**config.mk**
```make
export PLATFORM = sky130hd
export DESIGN_NAME = countdown_timer_flat
export DESIGN_NICKNAME = d
export VERILOG_FILES = /design/src/rtl/countdown_timer_pkg.sv /design/src/rtl/countdown_timer_if.sv /design/src/rtl/countdown_timer_decrease_digit.sv /design/src/rtl/countdown_timer.sv /design/src/flat_wrapper.sv
export SDC_FILE = /design/constraint.sdc
export NUM_CORES = 1
export LEC_CHECK = 0
export BUFFER_PORTS_ARGS = -buffer_cell sky130_fd_sc_hd__clkbuf_2
export CORE_AREA = 2 2 65 61
export CTS_CLUSTER_DIAMETER = 120
export DETAILED_ROUTE_END_ITERATION = 8
export DIE_AREA = 0 0 67 63
export GPL_TIMING_DRIVEN = 1
export PLACE_DENSITY = 0.73
export SYNTH_ARGS = -nofsm -noshare
export SYNTH_HDL_FRONTEND = slang
export SYNTH_HIERARCHICAL = 1
export SYNTH_SLANG_ARGS = --single-unit
```
**constraint.sdc**
```tcl
create_clock -name clk -period 4.2 [get_ports clk]
set_input_delay 0 -clock clk [delete_from_list [all_inputs] [get_ports clk]]
set_output_delay 0 -clock clk [all_outputs]
set_load 0.02 [all_outputs]
```
**src/rtl/countdown_timer_pkg.sv**
```systemverilog
// -----------------------------------------------------------------------------
// countdown_timer_pkg
//   Shared definitions for the BCD countdown timer slice: default digit
//   geometry, FSM state encoding and a small state-decode helper.
//   Optional feature macro used by this slice: AUTO_RELOAD_EN.
// -----------------------------------------------------------------------------
package countdown_timer_pkg;

    localparam int unsigned NUM_DIGITS_DEF = 4;
    localparam int unsigned DIGIT_W_DEF    = 4;

    typedef enum logic [1:0] {
        ST_IDLE    = 2'd0,
        ST_RUN     = 2'd1,
        ST_PAUSE   = 2'd2,
        ST_EXPIRED = 2'd3
    } state_t;

    // States from which a start request may enter RUN.
    function automatic logic can_start(input state_t s);
        return (s == ST_IDLE) || (s == ST_PAUSE);
    endfunction

endpackage

```
**src/rtl/countdown_timer_if.sv**
```systemverilog
// -----------------------------------------------------------------------------
// countdown_timer_if
//   Control/status bundle between the tick prescaler / front panel logic
//   (master) and the countdown timer core (slave).
//   Signals:
//     tick      single-cycle count strobe
//     start     begin/resume pulse
//     stop      pause pulse
//     load      load-preset pulse
//     preset    start value, packed BCD digits, digit 0 in LSBs
//     digit_max per-digit wrap value (e.g. 16'h5959 for MM:SS)
//     count     current value, packed digits
//     running   1 while counting
//     expired   1 while expired
//     done      one-cycle pulse on reaching zero
//   Related feature macro: AUTO_RELOAD_EN (affects core behaviour only).
// -----------------------------------------------------------------------------
interface countdown_timer_if
    import countdown_timer_pkg::*;
#(
    parameter int unsigned NUM_DIGITS = NUM_DIGITS_DEF,
    parameter int unsigned DIGIT_W    = DIGIT_W_DEF
) ();

    logic                          tick;
    logic                          start;
    logic                          stop;
    logic                          load;
    logic [NUM_DIGITS*DIGIT_W-1:0] preset;
    logic [NUM_DIGITS*DIGIT_W-1:0] digit_max;
    logic [NUM_DIGITS*DIGIT_W-1:0] count;
    logic                          running;
    logic                          expired;
    logic                          done;

    modport master (
        output tick, start, stop, load, preset, digit_max,
        input  count, running, expired, done
    );

    modport slave (
        input  tick, start, stop, load, preset, digit_max,
        output count, running, expired, done
    );

endinterface

```
**src/rtl/countdown_timer_decrease_digit.sv**
```systemverilog
// -----------------------------------------------------------------------------
// decrease_digit
//   One digit of the countdown chain. Holds the digit register and computes
//   its decremented value with borrow propagation.
//   Ports:
//     clk        system clock
//     rst        asynchronous active-high reset (digit -> 0)
//     load       load load_val into the digit (has priority over borrow)
//     load_val   value to load
//     max_num    wrap value used when decrementing from 0
//     borrow_in  decrement request from the lower digit (or the tick)
//     digit      registered digit value
//     digit_dec  combinational next value if no load occurs
//     borrow_out combinational borrow to the next-higher digit
//   Part of the countdown_timer slice (feature macro AUTO_RELOAD_EN lives in
//   the top).
// -----------------------------------------------------------------------------
module decrease_digit
    import countdown_timer_pkg::*;
#(
    parameter int unsigned DIGIT_W = DIGIT_W_DEF
) (
    input  logic               clk,
    input  logic               rst,
    input  logic               load,
    input  logic [DIGIT_W-1:0] load_val,
    input  logic [DIGIT_W-1:0] max_num,
    input  logic               borrow_in,
    output logic [DIGIT_W-1:0] digit,
    output logic [DIGIT_W-1:0] digit_dec,
    output logic               borrow_out
);

    logic digit_is_zero;

    // Out-of-range digits (> max_num) are not clamped: they simply count
    // down and only wrap to max_num after passing 0.
    always_comb begin
        digit_is_zero = (digit == '0);
        borrow_out    = borrow_in && digit_is_zero;
        digit_dec     = digit;
        if (borrow_in) begin
            if (digit_is_zero) begin
                digit_dec = max_num;
            end else begin
                digit_dec = digit - DIGIT_W'(1);
            end
        end
    end

    always_ff @(posedge clk or posedge rst) begin
        if (rst) begin
            digit <= '0;
        end else if (load) begin
            digit <= load_val;
        end else begin
            digit <= digit_dec;
        end
    end

endmodule

```
**src/rtl/countdown_timer.sv**
```systemverilog
// -----------------------------------------------------------------------------
// countdown_timer
//   Multi-digit BCD countdown timer. Loads a preset, decrements one step per
//   qualified tick with per-digit wrap limits, and signals expiry at zero.
//   Ports:
//     clk   system clock, all state on posedge
//     rst   asynchronous active-high reset
//     bus   countdown_timer_if.slave: tick/start/stop/load/preset/digit_max
//           in, count/running/expired/done out
//   Command priority per cycle: load > stop > start > tick.
//   Optional feature macro: AUTO_RELOAD_EN -- on reaching zero the preset is
//   reloaded and counting continues (done still pulses); a zero preset at
//   reload time still expires.
// -----------------------------------------------------------------------------
module countdown_timer
    import countdown_timer_pkg::*;
#(
    parameter int unsigned NUM_DIGITS = NUM_DIGITS_DEF,
    parameter int unsigned DIGIT_W    = DIGIT_W_DEF
) (
    input logic               clk,
    input logic               rst,
    countdown_timer_if.slave  bus
);

    localparam int unsigned CW = NUM_DIGITS * DIGIT_W;

    state_t          state;
    logic            running_q;
    logic            expired_q;
    logic            done_q;

    logic [CW-1:0]   count_q;
    logic [CW-1:0]   count_dec;
    logic [NUM_DIGITS:0] borrow;
    logic            borrow_unused;

    logic            tick_take;
    logic            zero_next;
    logic            reload_take;
    logic            digit_load;

    // A tick only acts in RUN and loses to load and stop in the same cycle.
    // Start is never taken in RUN, so it does not need to mask the tick here.
    always_comb begin
        tick_take = bus.tick && (state == ST_RUN) && !bus.load && !bus.stop;
        zero_next = (count_dec == '0);
`ifdef AUTO_RELOAD_EN
        reload_take = tick_take && zero_next && (bus.preset != '0);
`else
        reload_take = 1'b0;
`endif
        digit_load = bus.load || reload_take;
    end

    assign borrow[0] = tick_take;

    // Borrow out of the top digit would only occur when decrementing an
    // all-zero count, which RUN never holds.
    assign borrow_unused = borrow[NUM_DIGITS];

    for (genvar i = 0; i < NUM_DIGITS; i++) begin : g_digit
        decrease_digit #(
            .DIGIT_W (DIGIT_W)
        ) u_digit (
            .clk        (clk),
            .rst        (rst),
            .load       (digit_load),
            .load_val   (bus.preset[i*DIGIT_W +: DIGIT_W]),
            .max_num    (bus.digit_max[i*DIGIT_W +: DIGIT_W]),
            .borrow_in  (borrow[i]),
            .digit      (count_q[i*DIGIT_W +: DIGIT_W]),
            .digit_dec  (count_dec[i*DIGIT_W +: DIGIT_W]),
            .borrow_out (borrow[i+1])
        );
    end

    // Without reload, the zero-reaching decrement itself leaves the digits at
    // 0, so no separate clear path is needed for the EXPIRED count.
    always_ff @(posedge clk or posedge rst) begin
        if (rst) begin
            state     <= ST_IDLE;
            running_q <= 1'b0;
            expired_q <= 1'b0;
            done_q    <= 1'b0;
        end else begin
            done_q <= 1'b0;
            if (bus.load) begin
                state     <= ST_IDLE;
                running_q <= 1'b0;
                expired_q <= 1'b0;
            end else if (bus.stop && (state == ST_RUN)) begin
                state     <= ST_PAUSE;
                running_q <= 1'b0;
            end else if (bus.start && can_start(state) && (count_q != '0)) begin
                state     <= ST_RUN;
                running_q <= 1'b1;
            end else if (tick_take && zero_next) begin
                done_q <= 1'b1;
                if (!reload_take) begin
                    state     <= ST_EXPIRED;
                    running_q <= 1'b0;
                    expired_q <= 1'b1;
                end
            end
        end
    end

    assign bus.count   = count_q;
    assign bus.running = running_q;
    assign bus.expired = expired_q;
    assign bus.done    = done_q;

endmodule

```
**src/flat_wrapper.sv**
```systemverilog
// flat-port wrapper written by rule: the top's interface ports become plain ports
module countdown_timer_flat import countdown_timer_pkg::*;
#(
    parameter int unsigned NUM_DIGITS = NUM_DIGITS_DEF,
    parameter int unsigned DIGIT_W    = DIGIT_W_DEF
)
  (clk, rst, bus_tick, bus_start, bus_stop, bus_load, bus_preset, bus_digit_max, bus_count, bus_running, bus_expired, bus_done);
  countdown_timer_if #(.NUM_DIGITS(NUM_DIGITS), .DIGIT_W(DIGIT_W)) bus_i ();
  input logic clk;
  input logic rst;
  input wire logic [$bits(bus_i.tick)-1:0] bus_tick;
  input wire logic [$bits(bus_i.start)-1:0] bus_start;
  input wire logic [$bits(bus_i.stop)-1:0] bus_stop;
  input wire logic [$bits(bus_i.load)-1:0] bus_load;
  input wire logic [$bits(bus_i.preset)-1:0] bus_preset;
  input wire logic [$bits(bus_i.digit_max)-1:0] bus_digit_max;
  output wire logic [$bits(bus_i.count)-1:0] bus_count;
  output wire logic [$bits(bus_i.running)-1:0] bus_running;
  output wire logic [$bits(bus_i.expired)-1:0] bus_expired;
  output wire logic [$bits(bus_i.done)-1:0] bus_done;
  assign bus_i.tick = bus_tick;
  assign bus_i.start = bus_start;
  assign bus_i.stop = bus_stop;
  assign bus_i.load = bus_load;
  assign bus_i.preset = bus_preset;
  assign bus_i.digit_max = bus_digit_max;
  assign bus_count = bus_i.count;
  assign bus_running = bus_i.running;
  assign bus_expired = bus_i.expired;
  assign bus_done = bus_i.done;
  countdown_timer #(.NUM_DIGITS(NUM_DIGITS), .DIGIT_W(DIGIT_W)) u_core (.clk(clk), .rst(rst), .bus(bus_i));
endmodule
```
Yosys cells after proc, flatten, opt, wreduce, memory -nomap -nowiden
Index checks and enable logic that the tools add are counted.
{"block": "word_totals", "in_bits": 38, "regBits": 21, "word_cells": 67}
{"block": "classes", "muxes": 28, "reduce_logical": 23, "addsub": 4, "n_eq_ne": 4}
{"operator": "two-way mux 4 bit", "n": 12}
{"operator": "zero test 16 bit", "n": 1}
{"operator": "zero test 4 bit", "n": 4}
{"operator": "nonzero test 16 bit", "n": 1}
{"operator": "subtractor 4 x 1 -> 4 bit, second input constant", "n": 4}
{"operator": "two-way mux 1 bit", "n": 12}
{"operator": "logical AND 1 bit", "n": 10}
{"operator": "two-way mux 2 bit", "n": 4}
{"operator": "inequality test 2 bit, second input constant", "n": 2}
{"operator": "nonzero test 4 bit", "n": 1}
{"operator": "AND reduction 3 bit", "n": 1}
{"operator": "equality test 2 x 1 -> 1 bit, second input constant", "n": 1}
{"operator": "equality test 2 bit, second input constant", "n": 1}
{"operator": "zero test 1 bit", "n": 2}
{"operator": "zero test 2 bit", "n": 1}
{"operator": "nonzero test 2 bit", "n": 1}
{"operator": "logical OR 1 bit", "n": 1}

Logic depth before layout (Yosys ltp)
Gate-level depths: netlist of run 1.
{"block": "depth", "word_depth": 14, "mapped_depth": 14, "ltp_nobuf": 14}

Cells and area by module
The synthesis of run 1 kept the hierarchy.
{"module": "decrease_digit", "cells_each": 38, "area_per_inst_um2": 349.1, "instances": 4}
{"module": "countdown_timer", "cells_each": 30, "area_per_inst_um2": 292.8, "instances": 1}

Worst setup path after synthesis of run 1
Ideal clock, no wire load.
{"block": "synth_timing", "kind": "register to register", "from": "register u_core.g_digit[0].u_digit.digit[1]", "to": "register u_core.running_q, in the netlist u_core/bus.running", "setup_ps": 111, "t_arrival_ps": 3016, "path_stages_with_launch": 15, "path_slack_ps": 1073, "synth_period_minus_slack_ps": 3127, "t_required_ps": 4089, "path_cell_list": "dfrtp_1 -> inv_1 -> ha_1 -> nor3b_2 -> and2_1 -> and2_1 -> and2_1 -> inv_1 -> a211o_1 -> o2bb2ai_1 -> nor4_1 -> and4_1 -> nand2_4 -> inv_2 -> a2111oi_2"}
{"block": "synth_between", "elab_chain_cells": 8, "elab_cells_between_ends": 18, "cone_classes": "add/sub (1); mux (8); reduce/logical (9)"}
{"item": "start: declaration", "line_no": "countdown_timer_decrease_digit.sv:29", "rtl": "output logic [DIGIT_W-1:0] digit,"}
{"item": "start signal: assignment", "line_no": "countdown_timer_decrease_digit.sv:55", "rtl": "digit <= load_val;"}
{"item": "start signal: assignment", "line_no": "countdown_timer_decrease_digit.sv:57", "rtl": "digit <= digit_dec;"}
{"item": "zero test 4 bit", "line_no": "countdown_timer_decrease_digit.sv:39", "rtl": "digit_is_zero = (digit == '0);"}
{"item": "logical AND 1 bit", "line_no": "countdown_timer_decrease_digit.sv:40", "rtl": "borrow_out = borrow_in && digit_is_zero;"}
{"item": "named net u_core.borrow[1]", "line_no": "countdown_timer.sv:35", "rtl": "logic [NUM_DIGITS:0] borrow;"}
{"item": "logical AND 1 bit", "line_no": "countdown_timer_decrease_digit.sv:40"}
{"item": "named net u_core.borrow[2]", "line_no": "countdown_timer.sv:35"}
{"item": "logical AND 1 bit", "line_no": "countdown_timer_decrease_digit.sv:40"}
{"item": "named net u_core.borrow[3]", "line_no": "countdown_timer.sv:35"}
{"item": "two-way mux 4 bit", "line_no": "countdown_timer_decrease_digit.sv:42", "rtl": "if (borrow_in) begin"}
{"item": "named net u_core.count_dec[15]", "line_no": "countdown_timer.sv:34", "rtl": "logic [CW-1:0] count_dec;"}
{"item": "zero test 16 bit", "line_no": "countdown_timer.sv:47", "rtl": "zero_next = (count_dec == '0);"}
{"item": "logical AND 1 bit", "line_no": "countdown_timer.sv:98", "rtl": "end else if (tick_take && zero_next) begin"}
{"item": "nonzero test 4 bit (no source line)"}
{"item": "end signal: assignment", "line_no": "countdown_timer.sv:94", "rtl": "running_q <= 1'b0;"}
{"item": "end signal: assignment", "line_no": "countdown_timer.sv:97", "rtl": "running_q <= 1'b1;"}
{"item": "end signal: assignment", "line_no": "countdown_timer.sv:102", "rtl": "running_q <= 1'b0;"}
{"item": "end: declaration", "line_no": "countdown_timer.sv:29", "rtl": "logic running_q;"}
The timed path passes the listed nets, and every way through them passes these cells.
A chain may end at the register's enable or synchronous reset.

Worst setup path after layout of run 1
Ends and elaborated chain as after synthesis.

==> flow_metrics.tcl, run 1 <==
set metrics [dict create \
    status "finished, final reports clean" \
    cts_sinks 21 \
    vias_per_cell 5.61 \
    critPathMostFrequentCell "and2_1" \
    final_nets 299 \
    maxCapViolCount 0 \
    grt_pass1_wl_um 7070 \
    final_util_pct 62.7 \
    dr.pass1.iters 4 \
    ant_nets 0 \
    fin_ws_ps 806 \
    r2r_setup_slack_ps 810 \
    die_area_um2 4220 \
    clkSlewWorstSetupHoldPaths_ps 80 \
    coreArea_um2 3570 \
    pre_cts_slack_ps 842 \
    synthToLayoutAreaGrowth_pct 33.1 \
    rsz0062_at_grt "no" \
    clock_latency_ps 260 \
    fin_crit_ps 3390 \
    crit_path_start_kind "flop" \
    regToRegStartpoint "u_core/g_digit[0].u_digit/digit[1]" \
    grt_remaining_overflow 0 \
    synth_cells 181 \
    cp_cell_sequence "inv_1 -> ha_1 -> nor3b_2 -> and2_1 -> and2_1 -> and2_1 -> inv_1 -> a211o_1 -> o2bb2ai_1 -> nor4_1 -> and4_1 -> nand2_4 -> inv_2 -> a2111oi_2" \
    die_h_um 63 \
    power.density_nw_per_um2 251 \
    wire_per_inst_um 14.0 \
    cp-startpoint "u_core/g_digit[0].u_digit/digit[1]" \
    first_global_vias 1590 \
    setup_viol 0 \
    critical_path.endpoint_type "flop" \
    vias 1694 \
    die_w_um 67 \
    cts_resized 0 \
    drtIter0Drc 139 \
    cts_buffers 3 \
    max_stage_delay_ps 450 \
    hold_viol_final 0 \
    skew_ps 5.15 \
    synth_fp_nets 223 \
    ios 57 \
    wl_um 4240 \
    fin_crit_sh_pct 80.8 \
    fin_hold_ws_ps 105 \
    timing.rr.end "u_core/bus.running" \
    root_buffer "clkbuf_8" \
    ys.warnings.count 6 \
    worstPathArrival_ps 3550 \
    slew_headroom_pct 74.9 \
    endpoint "u_core/bus.running" \
    antenna_found_initial 0 \
    cellLeakagePower_nw 1.06 \
    crit_slowest_cell "dfrtp_1" \
    vdd_drop_max_mv 0.150 \
    cts_max_level 1 \
    clockBufferDepth 2 \
    worst_slew_pin_slew_ps 374 \
    grt_max_degree 37 \
    start_util_pct 47.1 \
    place.detailed.hpwl_um 3170 \
    n_antenna_cell 0 \
    io_buffer_count 56 \
    criticalPathCategory "flop to flop" \
    drv_slew 0 \
    setup-tns-final_ps 0 \
    grt_use_total_pct 21.3 \
    place_congestion 0.962 \
    clock.fmax_mhz 295 \
    p_total_uw 562 \
    synth_area_um2 1680 \
    reg2regPathDepth 14 \
    rows 21 \
    min_path_cells 4 \
    worstPathRequired_ps 4360 \
    hold_path.class "input pin to flop" \
    cts_tree "yes" \
    syn_avg_cell_area_um2 9.30 \
    drc 0 \
    drive_gt1_share_pct 35.2 \
    crit_path_max_fanout 7 \
]
how the worst min path moves through the flow:
stage / endpoint / slack, ps / startpoint
floorplan: u_core/g_digit[0].u_digit/digit[0] / -230 / rst
detailed placement: u_core/g_digit[1].u_digit/digit[1] / -40 / rst
CTS: u_core/g_digit[2].u_digit/digit[3] / 100 / bus_digit_max[11]
global placement: u_core/g_digit[1].u_digit/digit[1] / -50 / rst
global route: u_core/g_digit[3].u_digit/digit[3] / 110 / bus_digit_max[15]
finish: u_core/g_digit[2].u_digit/digit[3] / 110 / bus_digit_max[11]
sequential cells by signal (all words and copies together) (netlist names):
| register | count |
|---|---|
| u_core/bus.done | 1 |
| u_core/g_digit.u_digit/digit | 16 |
| u_core/bus.running | 1 |
| u_core/bus.expired | 1 |
| u_core/state | 2 |
cells in the final DEF (no fill, tap or decap), types with 8 or more instances in the layout:
cell type,instances
a21oi_1,17
dfrtp_1,21
o21bai_1,8
nor4_1,8
inv_1,30
clkbuf_2,56
dlygate4sd3_1,18
area by class of cell:
| type | count | area [µm²] |
|---|---|---|
| fillers | 322 | 1330 |
| multi-input cells | 125 | 1030 |
| flip-flops and latches | 21 | 526 |
| repair buffers | 75 | 468 |
| inverters | 31 | 116 |
| well taps | 46 | 57.6 |
| clock buffers | 3 | 41.3 |
| clock inverters | 1 | 5.00 |
worst max-delay path: cells and delay by family, from the launching register on:
| family | cells | cell delay [ps] |
|---|---|---|
| compound gates | 3 | 720 |
| fa+ha+maj | 1 | 220 |
| buf+inv | 3 | 290 |
| flops | 1 | 450 |
| simple gates | 7 | 1600 |
layer usage:
layer / global-route usage (%) / vias to the layer above / share of wire (%)
li1: - / 825 / -
met1: 31.0 / 805 / 47
met4: 4.34 / 0 / 0.73
met2: 33.2 / 60 / 46
met3: 3.06 / 4 / 6.7
met5: 0 / - / 0
repair_timing:
action | 4_1_cts | 5_1_grt
hold endpoints to repair | 39 | 0
hold buffers | 18 | 0
setup buffers | 0 | 0
stage by stage:
stage | std cells | area [µm²]
2_1_floorplan | 181 | 1680
3_3_place_gp | 280 | 2010
3_5_place_dp | 280 | 2010
4_1_cts | 302 | 2240
5_1_grt | 302 | 2240
6_report | 302 | 2240
report_power, final:
part,switching (mW),internal [mW]
combinational,0.0927,0.0837
clock,0.0701,0.0661
sequential,0.0311,0.219
total,0.194,0.368
No activity file was read; power rests on OpenSTA's default activity.
==> inputs of run 2 (changes only) <==
==> constraint.sdc (replaced) <==
create_clock -name clk -period 3.3 [get_ports clk]
set_input_delay 0 -clock clk [delete_from_list [all_inputs] [get_ports clk]]
set_output_delay 0 -clock clk [all_outputs]
set_load 0.02 [all_outputs]
==> run 2 against run 1 <==
Net effect: first-iteration DRC count decreased by 26%; setup slack got worse by 520 ps; total power increased by 28%; sequential share of layout area decreased by 0.13 points; highest routed layer unchanged; critical endpoint unchanged; cell count increased by 0.33%.
==> flow_metrics.tcl, run 2 (synthesis gave the netlist of run 1 again) <==
set metrics [dict create \
    timing.rr.end "u_core/bus.running" \
    grt_use_total_pct 21.9 \
    largest_reg_flops 16 \
    multi_input_area_um2 1030 \
    worst_slew_pin_slew_ps 398 \
    endpoint "u_core/bus.running" \
    reg2regPathDepth 14 \
    cts_sinks 21 \
    worstPathArrival_ps 3170 \
    coreArea_um2 3570 \
    io_buffer_count 56 \
    final_cell_mix "56 x clkbuf_2, 30 x inv_1, 21 x dfrtp_1" \
    maxCapViolCount 0 \
    n_antenna_cell 0 \
    hold_path.class "input pin to flop" \
    grt_pass1_wl_um 7330 \
    cp-startpoint "u_core/g_digit[0].u_digit/digit[1]" \
    clockBufferDepth 2 \
    criticalPathCategory "flop to flop" \
    status "finished, final reports clean" \
    final-seq-area_um2 526 \
    critical_path.endpoint_type "flop" \
    grt_remaining_overflow 0 \
    largest_registers "u_core/g_digit.u_digit/digit: 16 flops, u_core/state: 2 flops" \
    final_common_cell "clkbuf_2" \
    dr.pass1.iters 4 \
    root_buffer "clkbuf_8" \
    cellLeakagePower_nw 1.07 \
    die_h_um 63 \
    cts_setup_buffers 0 \
    ios 57 \
    rows 21 \
    clock.fmax_mhz 332 \
    place_congestion 0.888 \
    r2r_setup_slack_ps 290 \
    vias 1686 \
    rsz0062_at_grt "no" \
    ant_nets 0 \
    clkSlewWorstSetupHoldPaths_ps 80 \
    slew_headroom_pct 73.5 \
    clock_latency_ps 260 \
    start_util_pct 47.1 \
    fin_crit_sh_pct 91.3 \
    crit_path_start_kind "flop" \
    antenna_found_initial 0 \
    setup_viol 0 \
    cts_buffers 3 \
    first_global_vias 1564 \
    regToRegStartpoint "u_core/g_digit[0].u_digit/digit[1]" \
    cts_max_level 1 \
    vias_per_cell 5.56 \
    wl_um 4560 \
    worstPathRequired_ps 3450 \
    grt_max_degree 37 \
    synthToLayoutAreaGrowth_pct 33.8 \
    hold_viol_final 0 \
    n_fill_cell 360 \
    crit_path_max_fanout 6 \
    final_nets 300 \
    top_register "u_core/g_digit.u_digit/digit" \
    power.density_nw_per_um2 319 \
    die_area_um2 4220 \
    wire_per_inst_um 15.0 \
    drtIter0Drc 103 \
    drc 0 \
    fin_crit_ps 3010 \
    drv_slew 0 \
    fin_hold_ws_ps 7.58 \
    setup-tns-final_ps 0 \
    place.detailed.hpwl_um 3370 \
    skew_ps 8.35 \
    drive_gt1_share_pct 36.2 \
    cts_tree "yes" \
    die_w_um 67 \
    vdd_drop_max_mv 0.203 \
]
-- run 2: cell count changes in the layout (fill, tap and decap cells not counted), sizes merged --
cell,before,now
dlygate4sd3,18,17
buf,1,3
-- run 2: final cells by class --
type / count / share of cell area, %
multi-input cells: 125 / 45.9
flip-flops and latches: 21 / 23.3
inverters: 31 / 5.17
clock buffers: 3 / 1.83
clock inverters: 1 / 0.222
repair buffers: 76 / 21.0
well taps: 46 / 2.56
-- run 2: worst min path at each step --
stage,cells after the start,startpoint,endpoint
6_report,3,bus_preset[1],u_core/g_digit[0].u_digit/digit[1]
5_1_grt,3,bus_preset[1],u_core/g_digit[0].u_digit/digit[1]
4_1_cts,3,bus_preset[1],u_core/g_digit[0].u_digit/digit[1]
3_5_place_dp,2,rst,u_core/g_digit[1].u_digit/digit[1]
3_3_place_gp,2,rst,u_core/g_digit[1].u_digit/digit[1]
2_1_floorplan,1,rst,u_core/g_digit[0].u_digit/digit[0]
-- run 2: report_power, final --
group / switching (mW) / internal (mW) / leakage, nW
combinational: 0.120 / 0.107 / 0.786
clock: 0.0867 / 0.0841 / 0.0255
sequential: 0.0423 / 0.278 / 0.256
total: 0.249 / 0.469 / 1.07
-- run 2: critical path, stage by stage (launching register included) --
cell,delay [ps]
dfrtp_1,450
inv_1,130
ha_1,250
nor3b_4,300
and2_1,180
and2_1,140
and2_2,230
inv_1,110
a211o_1,260
o2bb2ai_1,140
nor4_1,60
and4_1,200
nand2_4,80
inv_2,40
a2111oi_2,310
-- run 2: stage by stage --
stage / worst slack, ps / area [µm²] / cells / util, % / total power, mW
CTS: 223 / 2240 / 303 / 62.8 / 0.720
global route: 71.4 / 2250 / 303 / 63.0 / 0.761
detailed placement: 227 / 2030 / 282 / 56.8 / 0.532
floorplan: 187 / 1680 / 181 / - / 0.454
global placement: 394 / 2030 / 282 / 56.8 / 0.528
finish: 288 / 2250 / 303 / 63.0 / 0.719
-- run 2: per-layer routing --
metal  up-vias  track usage (%)  share of wire, %
li1        821                -                 -
met1       808             32.9                49
met2        49             32.4                45
met3         8             3.78               4.7
met4         0             5.36               2.1
met5         -                0                 0
-- run 2: timing repair --
item | 4_1_cts | 5_1_grt
hold buffers | 17 | 0
gates resized for setup | 0 | 2
setup endpoints to repair | 0 | 1
hold endpoints to repair | 38 | 0
